$ cat config.mk
export PLATFORM = sky130hd
export DESIGN_NAME = even_pipe_issue_ctrl
export DESIGN_NICKNAME = d
export VERILOG_FILES = /design/src/rtl/spu_pkg.sv /design/src/rtl/wb_reservation_table.sv /design/src/rtl/even_pipe_issue_ctrl.sv
export SDC_FILE = /design/constraint.sdc
export NUM_CORES = 1
export LEC_CHECK = 0
export CORE_ASPECT_RATIO = 1.5
export CORE_UTILIZATION = 53
export CTS_CLUSTER_DIAMETER = 150
export DETAILED_ROUTE_END_ITERATION = 8
export PLACE_DENSITY = 0.79
export SYNTH_ARGS = -nofsm -noshare
export SYNTH_HDL_FRONTEND = slang
export SYNTH_SLANG_ARGS = --single-unit
$ cat constraint.sdc
create_clock -name clk -period 4.44 [get_ports clk]
set_clock_uncertainty 0.2 [all_clocks]
set_input_delay 0.666 -clock clk [delete_from_list [all_inputs] [get_ports clk]]
set_output_delay 0.666 -clock clk [all_outputs]
set_load 0.005 [all_outputs]
$ cat src/rtl/spu_pkg.sv
// Shared types and constants for the SPU even-pipe issue logic.
package spu_pkg;

  localparam int SPU_NUM_UNITS = 4;
  localparam int SPU_MAX_LAT   = 7;
  localparam int REG_AW        = 7;

  typedef enum logic [1:0] {
    UNIT_SF1  = 2'd0,
    UNIT_SF2  = 2'd1,
    UNIT_SP   = 2'd2,
    UNIT_BYTE = 2'd3
  } unit_e;

  // Result latency of each unit, indexed by unit_e.
  localparam int UNIT_LAT [SPU_NUM_UNITS] = '{2, 4, 6, 4};

  typedef struct packed {
    logic              valid;
    logic [REG_AW-1:0] rt_addr;
    unit_e             unit;
  } wb_slot_t;

endpackage

$ cat src/rtl/wb_reservation_table.sv
// Writeback reservation table: slot k holds the result landing k cycles from now.
// Shifts every cycle, inserts new reservations and flags register/port hazards.
module wb_reservation_table
  import spu_pkg::*;
#(
  parameter int MAX_LAT = SPU_MAX_LAT,
  parameter int LAT_W   = $clog2(MAX_LAT + 1)
) (
  input  logic                  clk,
  input  logic                  reset,
  input  logic                  ins_en,
  input  wb_slot_t              ins_slot,
  input  logic [LAT_W-1:0]      ins_lat,
  input  logic                  chk_wb,
  input  logic [3*REG_AW-1:0]   src_addr,
  input  logic [2:0]            src_use,
  output logic                  raw,
  output logic                  waw,
  output logic                  wbc,
  output wb_slot_t              slot0,
  output logic [3:0]            count
);

  wb_slot_t            slot_reg [MAX_LAT+1];
  logic [MAX_LAT:0]    raw_vec;
  logic [MAX_LAT:0]    waw_vec;
  logic [MAX_LAT:0]    wbc_vec;
  logic [3:0]          count_next;

  // The insert is written after the shift so it lands in its final position.
  always_ff @(posedge clk or negedge reset) begin
    if (!reset) begin
      for (int k = 0; k <= MAX_LAT; k++) begin
        slot_reg[k] <= '0;
      end
    end else begin
      for (int k = 0; k < MAX_LAT; k++) begin
        slot_reg[k] <= slot_reg[k+1];
      end
      slot_reg[MAX_LAT] <= '0;
      if (ins_en) begin
        slot_reg[ins_lat] <= ins_slot;
      end
    end
  end

  genvar gi;
  generate
    for (gi = 0; gi <= MAX_LAT; gi++) begin : g_slot
      assign raw_vec[gi] = slot_reg[gi].valid && (
          (src_use[0] && slot_reg[gi].rt_addr == src_addr[0        +: REG_AW]) ||
          (src_use[1] && slot_reg[gi].rt_addr == src_addr[REG_AW   +: REG_AW]) ||
          (src_use[2] && slot_reg[gi].rt_addr == src_addr[2*REG_AW +: REG_AW]));
      assign waw_vec[gi] = slot_reg[gi].valid && (slot_reg[gi].rt_addr == ins_slot.rt_addr);
      // A valid entry one slot above the new latency would collide after the shift.
      if (gi == 0) begin : g_base
        assign wbc_vec[gi] = 1'b0;
      end else begin : g_upper
        assign wbc_vec[gi] = slot_reg[gi].valid && (ins_lat == LAT_W'(gi - 1));
      end
    end
  endgenerate

  always_comb begin
    count_next = '0;
    for (int k = 0; k <= MAX_LAT; k++) begin
      count_next = count_next + {3'b000, slot_reg[k].valid};
    end
  end

  assign raw   = |raw_vec;
  assign waw   = chk_wb & (|waw_vec);
  assign wbc   = chk_wb & (|wbc_vec);
  assign slot0 = slot_reg[0];
  assign count = count_next;

endmodule

$ cat src/rtl/even_pipe_issue_ctrl.sv
// Even-pipe issue controller: hazard-checked acceptance, registered issue to one
// unit, and writeback-port steering from the reservation table.
module even_pipe_issue_ctrl
  import spu_pkg::*;
#(
  parameter int NUM_UNITS = SPU_NUM_UNITS,
  parameter int MAX_LAT   = SPU_MAX_LAT
) (
  input  logic                  clk,
  input  logic                  reset,
  input  logic                  in_valid,
  output logic                  in_ready,
  input  logic [1:0]            in_unit,
  input  logic [10:0]           in_op,
  input  logic [2:0]            in_format,
  input  logic [17:0]           in_imm,
  input  logic [6:0]            in_rt_addr,
  input  logic                  in_reg_write,
  input  logic [20:0]           in_src_addr,
  input  logic [2:0]            in_src_use,
  input  logic                  flush,
  output logic                  iss_valid,
  output logic [NUM_UNITS-1:0]  iss_unit,
  output logic [10:0]           iss_op,
  output logic [2:0]            iss_format,
  output logic [17:0]           iss_imm,
  output logic [6:0]            iss_rt_addr,
  output logic                  iss_reg_write,
  output logic                  wb_valid,
  output logic [NUM_UNITS-1:0]  wb_unit,
  output logic [6:0]            wb_rt_addr,
  output logic [3:0]            inflight_cnt
);

  localparam int LAT_W = $clog2(MAX_LAT + 1);

  logic [NUM_UNITS-1:0] unit_oh;
  logic                 unit_ok;
  logic                 reg_write_eff;
  logic [LAT_W-1:0]     lat;
  logic                 raw, waw, wbc;
  logic                 ready_core;
  logic                 accept;
  wb_slot_t             new_slot;
  wb_slot_t             slot0;

  logic                 iss_valid_reg;
  logic [NUM_UNITS-1:0] iss_unit_reg;
  logic [10:0]          iss_op_reg;
  logic [2:0]           iss_format_reg;
  logic [17:0]          iss_imm_reg;
  logic [6:0]           iss_rt_addr_reg;
  logic                 iss_reg_write_reg;

  genvar gi;
  generate
    for (gi = 0; gi < NUM_UNITS; gi++) begin : g_unit
      assign unit_oh[gi] = (32'(in_unit) == gi);
      assign wb_unit[gi] = slot0.valid && (32'(slot0.unit) == gi);
    end
  endgenerate

  // An unknown unit is issued as a nop: no reservation, no port hazards.
  assign unit_ok       = |unit_oh;
  assign reg_write_eff = in_reg_write & unit_ok;
  assign lat           = LAT_W'(UNIT_LAT[in_unit]);

  assign new_slot.valid   = 1'b1;
  assign new_slot.rt_addr = in_rt_addr;
  assign new_slot.unit    = unit_e'(in_unit);

  wb_reservation_table #(
    .MAX_LAT (MAX_LAT),
    .LAT_W   (LAT_W)
  ) u_table (
    .clk      (clk),
    .reset    (reset),
    .ins_en   (accept & reg_write_eff),
    .ins_slot (new_slot),
    .ins_lat  (lat),
    .chk_wb   (reg_write_eff),
    .src_addr (in_src_addr),
    .src_use  (in_src_use),
    .raw      (raw),
    .waw      (waw),
    .wbc      (wbc),
    .slot0    (slot0),
    .count    (inflight_cnt)
  );

  // Reset only gates the visible handshake; all state is held clear while it is low.
  assign ready_core = ~flush & ~raw & ~waw & ~wbc;
  assign in_ready   = reset & ready_core;
  assign accept     = in_valid & ready_core;

  always_ff @(posedge clk or negedge reset) begin
    if (!reset) begin
      iss_valid_reg     <= 1'b0;
      iss_unit_reg      <= '0;
      iss_op_reg        <= '0;
      iss_format_reg    <= '0;
      iss_imm_reg       <= '0;
      iss_rt_addr_reg   <= '0;
      iss_reg_write_reg <= 1'b0;
    end else begin
      iss_valid_reg <= accept;
      if (accept) begin
        iss_unit_reg      <= unit_oh;
        iss_op_reg        <= in_op;
        iss_format_reg    <= in_format;
        iss_imm_reg       <= in_imm;
        iss_rt_addr_reg   <= in_rt_addr;
        iss_reg_write_reg <= in_reg_write;
      end
    end
  end

  assign iss_valid     = iss_valid_reg;
  assign iss_unit      = iss_unit_reg;
  assign iss_op        = iss_op_reg;
  assign iss_format    = iss_format_reg;
  assign iss_imm       = iss_imm_reg;
  assign iss_rt_addr   = iss_rt_addr_reg;
  assign iss_reg_write = iss_reg_write_reg;

  assign wb_valid   = slot0.valid;
  assign wb_rt_addr = slot0.rt_addr;

endmodule
# ---- Word-level counts from Yosys, hierarchy flattened
# Index checks and enable logic that the tools add are counted.
dict set report word_totals {
  output_inout_bits 62
  rom_bits 0
  memories 0
  inputBits 70
  register_bits 125
  latchBits 0
  ram_bits 0
}
dict set report classes {
  shift 0
  div_mod_pow 0
  magnitude_cmp 3
  n_reduce_logical 75
  bitwise_logic 15
  n_mux 7
  add_sub_neg 7
  mul 0
  n_eq_ne 44
}
# operator count
set ops {}
lappend ops {{7-bit == test} 32}
lappend ops {{80-bit bitwise mux} 1}
lappend ops {{80-bit two-way mux} 1}
lappend ops {{32-bit binary-select mux with 2-bit select} 1}
lappend ops {{1-bit logical AND} 52}
lappend ops {{10-bit demux with 3-bit select} 1}
lappend ops {{4-bit by 1-bit adder with 4-bit output} 6}
lappend ops {{1-bit logical OR} 16}
lappend ops {{8-bit OR reduction} 2}
lappend ops {{10-bit two-way mux} 1}
lappend ops {{1-bit bitwise AND} 9}
lappend ops {{3-bit == test, second input constant} 3}
lappend ops {{2-bit == test, second input constant} 4}
lappend ops {{7-bit OR reduction} 1}
lappend ops {{3-bit by 2-bit == test with 1-bit output, second input constant} 2}
lappend ops {{3-bit two-way mux} 2}
lappend ops {{2-bit by 1-bit == test with 1-bit output, second input constant} 2}
lappend ops {{4-bit >= comparator, second input constant} 1}
lappend ops {{2-bit zero test} 2}
lappend ops {{4-bit by 1-bit less-than comparator with 1-bit output, second input constant} 1}
lappend ops {{1-bit inverter} 4}
lappend ops {{3-bit inverter with 4-bit output} 1}
lappend ops {{4-bit OR reduction} 1}
lappend ops {{3-bit by 1-bit == test with 1-bit output, second input constant} 1}
lappend ops {{4 further kinds} 4}

# ---- Logic depth before layout (Yosys ltp)
# Gate-level depths: netlist of run 1.
dict set report depth {
  ltp_word 13
  ltp_mapped 10
}

# ---- Cells and area by module
# A second synthesis of run 1 with hierarchy kept.
dict set report unflattened {
  hier_cells 749
  area_unflattened_um2 8505.7
}
# mod instances seq_area_each_um2 area_per_inst_um2 cells_each
set modules_own_cells {}
lappend modules_own_cells {wb_reservation_table 1 2001.9 6537.5 636}
lappend modules_own_cells {even_pipe_issue_ctrl 1 1126.1 1968.1 113}

# ---- Worst setup path before layout of run 1
# Ideal clock, no wire load.
dict set report synth_path {
  path_kind {reg-to-output}
  start {register u_table.slot_reg (netlist bit u_table.slot0[9])}
  end {output port inflight_cnt[1]}
  arrival_time_ps 2574
  required_time_ps 3574
  n_path_buf 0
  slack_ps 1000
  path_stages_with_launch 9
  cell_sequence {dfrtp_1 -> fa_1 -> inv_1 -> fa_1 -> inv_1 -> fa_1 -> inv_1 -> fa_1 -> inv_1}
}
dict set report synth_between {
  elab_chain_len 7
}
# item line
set synth_rtl {}
lappend synth_rtl {{from (decl)} wb_reservation_table.sv:24} ;# wb_slot_t slot_reg [MAX_LAT+1];
lappend synth_rtl {{from (signal, indexed assignment)} wb_reservation_table.sv:38} ;# slot_reg[k] <= slot_reg[k+1];
lappend synth_rtl {{from (signal, indexed assignment)} wb_reservation_table.sv:42} ;# slot_reg[ins_lat] <= ins_slot;
lappend synth_rtl {{1-bit by 1-bit adder with 2-bit output} wb_reservation_table.sv:67} ;# count_next = count_next + {3'b000, slot_reg[k].valid};
lappend synth_rtl {{4-bit by 1-bit adder with 4-bit output (6 in series)} wb_reservation_table.sv:67}
lappend synth_rtl {{to (decl)} even_pipe_issue_ctrl.sv:32} ;# output logic [3:0] inflight_cnt
# No other way between the ends.

# ---- Worst setup path in the final report of run 1
dict set report layout_path {
  start {input port in_src_addr[17]}
  end {output port in_ready}
}
dict set report layout_between {
  elab_chain_len 10
  word_cells_on_any_way 38
  classes_between {eq/ne (8); bitwise (5); reduce/logical (25)}
}
# item line
set layout_rtl {}
lappend layout_rtl {{from (decl)} even_pipe_issue_ctrl.sv:19} ;# input logic [20:0] in_src_addr,
lappend layout_rtl {{7-bit == test} wb_reservation_table.sv:53} ;# (src_use[2] && slot_reg[gi].rt_addr == src_addr[2*REG_AW +: REG_AW]));
lappend layout_rtl {{1-bit logical AND} wb_reservation_table.sv:53}
lappend layout_rtl {{1-bit logical OR} wb_reservation_table.sv:52} ;# (src_use[1] && slot_reg[gi].rt_addr == src_addr[REG_AW +: REG_AW]) ||
lappend layout_rtl {{1-bit logical AND} wb_reservation_table.sv:50} ;# assign raw_vec[gi] = slot_reg[gi].valid && (
lappend layout_rtl {{8-bit OR reduction (*)} wb_reservation_table.sv:71} ;# assign raw = |raw_vec;
lappend layout_rtl {{1-bit inverter (*)} even_pipe_issue_ctrl.sv:92} ;# assign ready_core = ~flush & ~raw & ~waw & ~wbc;
lappend layout_rtl {{1-bit bitwise AND (*) (3 in series)} even_pipe_issue_ctrl.sv:92}
lappend layout_rtl {{1-bit bitwise AND (*)} even_pipe_issue_ctrl.sv:93} ;# assign in_ready = reset & ready_core;
lappend layout_rtl {{to (decl)} even_pipe_issue_ctrl.sv:12} ;# output logic in_ready,
# Every way passes the cells marked *; elsewhere a longest branch is shown, timed or not.

==> impl_metrics.toml, run 1 <==
[outcome]
status = "finished with violations"
violations = "hold timing"

[worst_setup_path]
path_class = "in2out"
path_max_fanout = 6
required_ns = 3.57
crit_arrival_ns = 3.41
worst_setup_path_start_kind = "input port"
cp-end-kind = "primary output"

[synth]
synth-async-reset-ratio_pct = 100.0
synthFlopType = "dfrtp_1"
synthDistinctLibCells = 41
ys_warn_count = 0
synth_area_leaders = "dfrtp_1 42%, xnor2_1 18%, xor2_1 7.9%"
syn_inst = 596
synth_edf_count = 0
yosysTopAreaCell = "dfrtp_1"
synth_nets = 674
ys_seq_area_share_pct = 42.49
syn-cell-area_um2 = 6655
yosysTopAreaCellShare_pct = 42.49
synth-seq-cells = 113
synth.most_common_cell = "xnor2_1"
ys_top_cells_by_count = "137 x xnor2_1, 113 x dfrtp_1, 60 x xor2_1"
synth_area_per_cell_um2 = 11.17

[layout]
area_growth_syn_to_layout_pct = 29.08
antenna_cells = 0
final_area_um2 = 8591
fin_nets = 784
largest_reg_flops = 58
final-seq-area_um2 = 2828
n_fill_cell = 882
multi_input_area_um2 = 3322
final_util_pct = 70.77
drive_above_1_share_pct = 13.77

[drt]
wl_um = 21470
drt_first_pass_iters = 5
vias = 4933
routedWlPerCell_um = 24.62
drc_errors = 0
viasPerCell = 5.657
ant_nets = 0
drt-initial-drc-count = 298

[floorplanning]
start_util_pct = 54.82
core_um2 = 12140
fp.dieH_um = 139.2
die_x_um = 93.50
die_area_um2 = 13020
rows = 49
ioPinCount = 132

[place]
io_buffers = 131
dpl_cell_area_um2 = 8009
routabilityCongestion = 1.009
hpwl_um = 15830

[timing]
maxSlewHeadroom_pct = 32.12
max_freq_mhz = 233.6
final_max_slew_viol_count = 0
worst_slew_pin_slew_ns = 1.018
finalSetupViolCount = 0
rsz0062_at_grt = "false"
holdWs_ns = -0.002253
final.setup.tns_ns = 0
fin_crit_sh_pct = 96.40
hold_violations = 2
period_minus_slack_ns = 4.280

[power]
combPwrFrac_pct = 18.5
peakVddDrop_v = 0.0002930
switching_power_mw = 0.8375
p_clk_share_pct = 43.2
p_int_mw = 2.242
cellLeakagePower_nw = 3.610
pwr-share-seq_pct = 38.3
p_sw_share_pct = 27.20
pwr_density_cell_nw_per_um2 = 358.5
design_power_total_mw = 3.079

[clock_tree]
clock_latency_ns = 0.41
cts_tree = "done"
cts.sinks = 113
ctsResizeCount = 0
cts_setup_buffers = 0
root_buffer = "clkbuf_16"
cts_buffers = 17
clockBufferDepth = 2
postCtsHoldBufs = 0
htreeDepth = 4
clk_pin_slew_ns = 0.06

[global_route]
grt_pass1_wl_um = 32310
grt_overflow = 0
track_usage_pct = 35.05
grt_max_degree = 84
first_global_vias = 5508
antenna_found_initial = 0

[flow_run]
maxCapViolCount = 0

[min_path]
min_path_type = "in2async"
area by class of cell:
class                      count  share of cell area, %
clock inverter                13                  1.442
tap                          153                  2.228
timing repair buffer         172                  18.99
sequential                   113                  32.92
inverter                      11                 0.4806
multi-input combinational    391                  38.67
clock buffer                  19                  5.272
path summary, 6_finish.rpt:
kind                                 startpoint  slack (ns)              endpoint  depth (start not counted)
setup / recovery                in_src_addr[17]        0.16              in_ready                          8
hold / removal                            reset      -0.002        iss_rt_addr[2]                          1
setup reg to reg           u_table.slot_reg[28]        1.31           iss_imm[11]                          9
hold reg to reg            u_table.slot_reg[31]        0.15  u_table.slot_reg[41]                          0
max in group asynchronous                 reset        2.66             iss_op[9]                          2
min in group clk           u_table.slot_reg[31]        0.15  u_table.slot_reg[41]                          0
metal layers:
metal	up-vias	global-route usage, %	routed length [µm]
li1	2172	-	-
met1	2496	40.49	7954
met2	204	60.41	11390
met3	61	5.628	968
met4	0	20.49	1159
met5	-	0	0
layout by cell type, fill, tap and decap left out, types with 5 or more instances in the layout:
cell and n:
xor2_1 60, nand4_1 46, inv_1 11, and3_1 8
inv_6 5, mux2_4 7, nor2_1 28, xnor2_1 137
mux2_1 39, clkbuf_16 17, clkdlybuf4s50_1 129, nor4_1 10
mux2_2 11, dfrtp_1 113, buf_4 41
worst max-delay path, cell delays in order:
cell and delay, ns:
clkdlybuf4s50_1 0.84, xor2_1 0.22, nor4_1 0.09, nand4_1 0.10, a31oi_1 0.13, a2111o_1 0.44, nor4b_1 0.31, clkdlybuf4s50_1 0.60
power groups by stage:
stage          Sequential [mW]  Combinational (mW)  Clock, mW
6_report                  1.18               0.569       1.33
5_1_grt                   1.19               0.606       1.40
4_1_cts                   1.18               0.570       1.35
3_5_place_dp              1.20               0.564          0
3_3_place_gp              1.19               0.552          0
2_1_floorplan             1.18               0.264          0
logic make-up after synthesis:
group,after synthesis,share of synthesized area [%]
XOR/XNOR,197,25.93
flip-flops,113,42.49
AND/OR/NAND/NOR,113,9.983
buffers and inverters,92,7.727
multiplexers,58,10.19
AO/OA/AOI/OAI,14,1.673
adder cells (fa/ha/maj),8,1.955
other,1,0.05635
per-stage QoR:
stage	hold slack [ns]	setup slack (ns)	instances
after floorplan	0.1312	1.000	596
after global placement	0.1346	0.1717	840
after detailed placement	0.1372	0.2268	840
after CTS	0.0003547	0.03580	872
after global routing	0.01250	0.07513	872
final	-0.002253	0.1600	872
(Power assumes the default switching activity.)
==> run 2: changes to the inputs <==
--- a/config.mk
+++ b/config.mk
@@ -6,10 +6,11 @@
 export NUM_CORES = 1
 export LEC_CHECK = 0
 export CORE_ASPECT_RATIO = 1.5
-export CORE_UTILIZATION = 53
+export CORE_UTILIZATION = 60
 export CTS_CLUSTER_DIAMETER = 150
 export DETAILED_ROUTE_END_ITERATION = 8
-export PLACE_DENSITY = 0.79
+export DONT_BUFFER_PORTS = 1
+export PLACE_DENSITY = 0.73
 export SYNTH_ARGS = -nofsm -noshare
 export SYNTH_HDL_FRONTEND = slang
 export SYNTH_SLANG_ARGS = --single-unit
==> impl_metrics.toml, run 2 (same netlist as run 1, synthesis figures left out) <==
[power]
p_sw_share_pct = 24.61
pwr_density_cell_nw_per_um2 = 397.5
combPwrFrac_pct = 9.0
peakVddDrop_v = 0.0002768
p_clk_share_pct = 48.2
cellLeakagePower_nw = 2.914
p_int_mw = 2.100
design_power_total_mw = 2.786
switching_power_mw = 0.6855
pwr-share-seq_pct = 42.8

[timing]
max_freq_mhz = 247.1
final_max_slew_viol_count = 0
worst_slew_pin_slew_ns = 0.8626
maxSlewHeadroom_pct = 42.06
timing.final.ws_setup_ns = 0.3935
fin_crit_sh_pct = 91.14
holdWs_ns = -0.02060
rsz0062_at_grt = "false"
finalSetupViolCount = 0
period_minus_slack_ns = 4.047
hold_violations = 6
final.setup.tns_ns = 0

[drt]
drc_errors = 0
wl_um = 16530
vias = 4209
drt-initial-drc-count = 226
drt_first_pass_iters = 4
routedWlPerCell_um = 23.85
viasPerCell = 6.074
ant_nets = 0

[floorplanning]
die_area_um2 = 11530
core_um2 = 10710
rows = 46
fp.dieH_um = 131.0
start_util_pct = 62.17
ioPinCount = 132
die_x_um = 87.99

[layout]
mostFrequentLayoutCell = "xnor2_1"
fin_nets = 614
antenna_cells = 0
drive_above_1_share_pct = 10.56
mostFrequentLayoutCells = "137 x xnor2_1, 113 x dfrtp_1, 60 x xor2_1"
final_util_pct = 65.47
largest_reg_flops = 58
n_fill_cell = 859
area_growth_syn_to_layout_pct = 5.321

[worst_setup_path]
path_max_fanout = 9
crit_path_max_incr_delay_ns = 0.58
worst_setup_path_start_kind = "flip-flop"
cp.buffers_inverters = 4
critPathTopFamily = "adder cells"
crit_arrival_ns = 3.18
path_class = "reg2out"
crit_slowest_cell = "fa_1"
r2r_cells = 8
path_depth = 8
crit_chain = "fa_1, inv_1, fa_1, inv_1, fa_1, inv_1, fa_1, inv_1"
cp-end-kind = "primary output"
required_ns = 3.57

[clock_tree]
ctsResizeCount = 0
clockBufferDepth = 2
root_buffer = "clkbuf_16"
cts.sinks = 113
clock_latency_ns = 0.41
cts_buffers = 17
htreeDepth = 4
clk_pin_slew_ns = 0.06
cts_tree = "done"

[global_route]
grt_overflow = 0
antenna_found_initial = 0
track_usage_pct = 30.45
first_global_vias = 4599
grt_pass1_wl_um = 24650
grt_max_degree = 114

[min_path]
min_path_type = "in2async"

[place]
hpwl_um = 11820
io_buffers = 0
dp_slack_ns = 0.8151
routabilityCongestion = 0.9282

[outcome]
status = "finished with violations"
violations = "hold timing"

[flow_run]
maxCapViolCount = 0
## run 2: per-layer routing
metal	routed length (µm)	track usage (%)
met1	5643	30.64
met2	8529	52.39
met3	1167	7.663
met4	1188	25.07
met5	0	0
## run 2: worst paths after layout
check	from	to	slack [ns]
worst max-delay path	u_table.slot0[9]	inflight_cnt[1]	0.39
worst min-delay path	reset	u_table.slot0[6]	-0.02
worst max register to register	u_table.slot0[3]	iss_imm[17]	1.20
worst min register to register	u_table.slot_reg[10]	u_table.slot_reg[20]	0.15
max in group asynchronous	reset	u_table.slot0[4]	3.61
min in group clk	u_table.slot_reg[10]	u_table.slot_reg[20]	0.15
## run 2: power by group through the flow
stage                     Sequential [mW]  Combinational [mW]  Clock [mW]
after floorplan                      1.18               0.264           0
after global placement               1.21               0.219           0
after detailed placement             1.21               0.230           0
after CTS                            1.19               0.255        1.37
after global routing                 1.20               0.278        1.41
final                                1.19               0.250        1.34
## run 2: worst register-to-register path: cells and delay by family (launching register included)
kind                      cells  cell delay (ns)
AOI/OAI and AO/OA             2             0.83
and+or+nand+nor               3             0.72
DFF                           1             0.48
muxes                         1             0.41
buffers and inverters         1             0.31
xor gates and xnor gates      1             0.17
## run 2: repair_timing
action / in CTS / in global routing
endpoints found under the setup margin: 0 / 0
endpoints found under the hold margin: 113 / 0
buffers inserted: 0 / 0
hold buffers: 1 / 0
## run 2: per-stage QoR
step	instance area, µm²	std cells
2_1_floorplan	6655	596
3_3_place_gp	6389	660
3_5_place_dp	6389	660
4_1_cts	7009	693
5_1_grt	7009	693
6_report	7009	693
## run 2: layout make-up
| cell class | instances | area [µm²] | share of cell area (%) |
|---|---|---|---|
| Clock buffer | 18 | 439.2 | 6.266 |
| Inverter | 11 | 41.29 | 0.5891 |
| Timing Repair Buffer | 2 | 47.55 | 0.6783 |
| Clock inverter | 14 | 153.9 | 2.196 |
| Multi-Input combinational cell | 391 | 3319 | 47.36 |
| Sequential cell | 113 | 2828 | 40.34 |
| Tap cell | 144 | 180.2 | 2.571 |
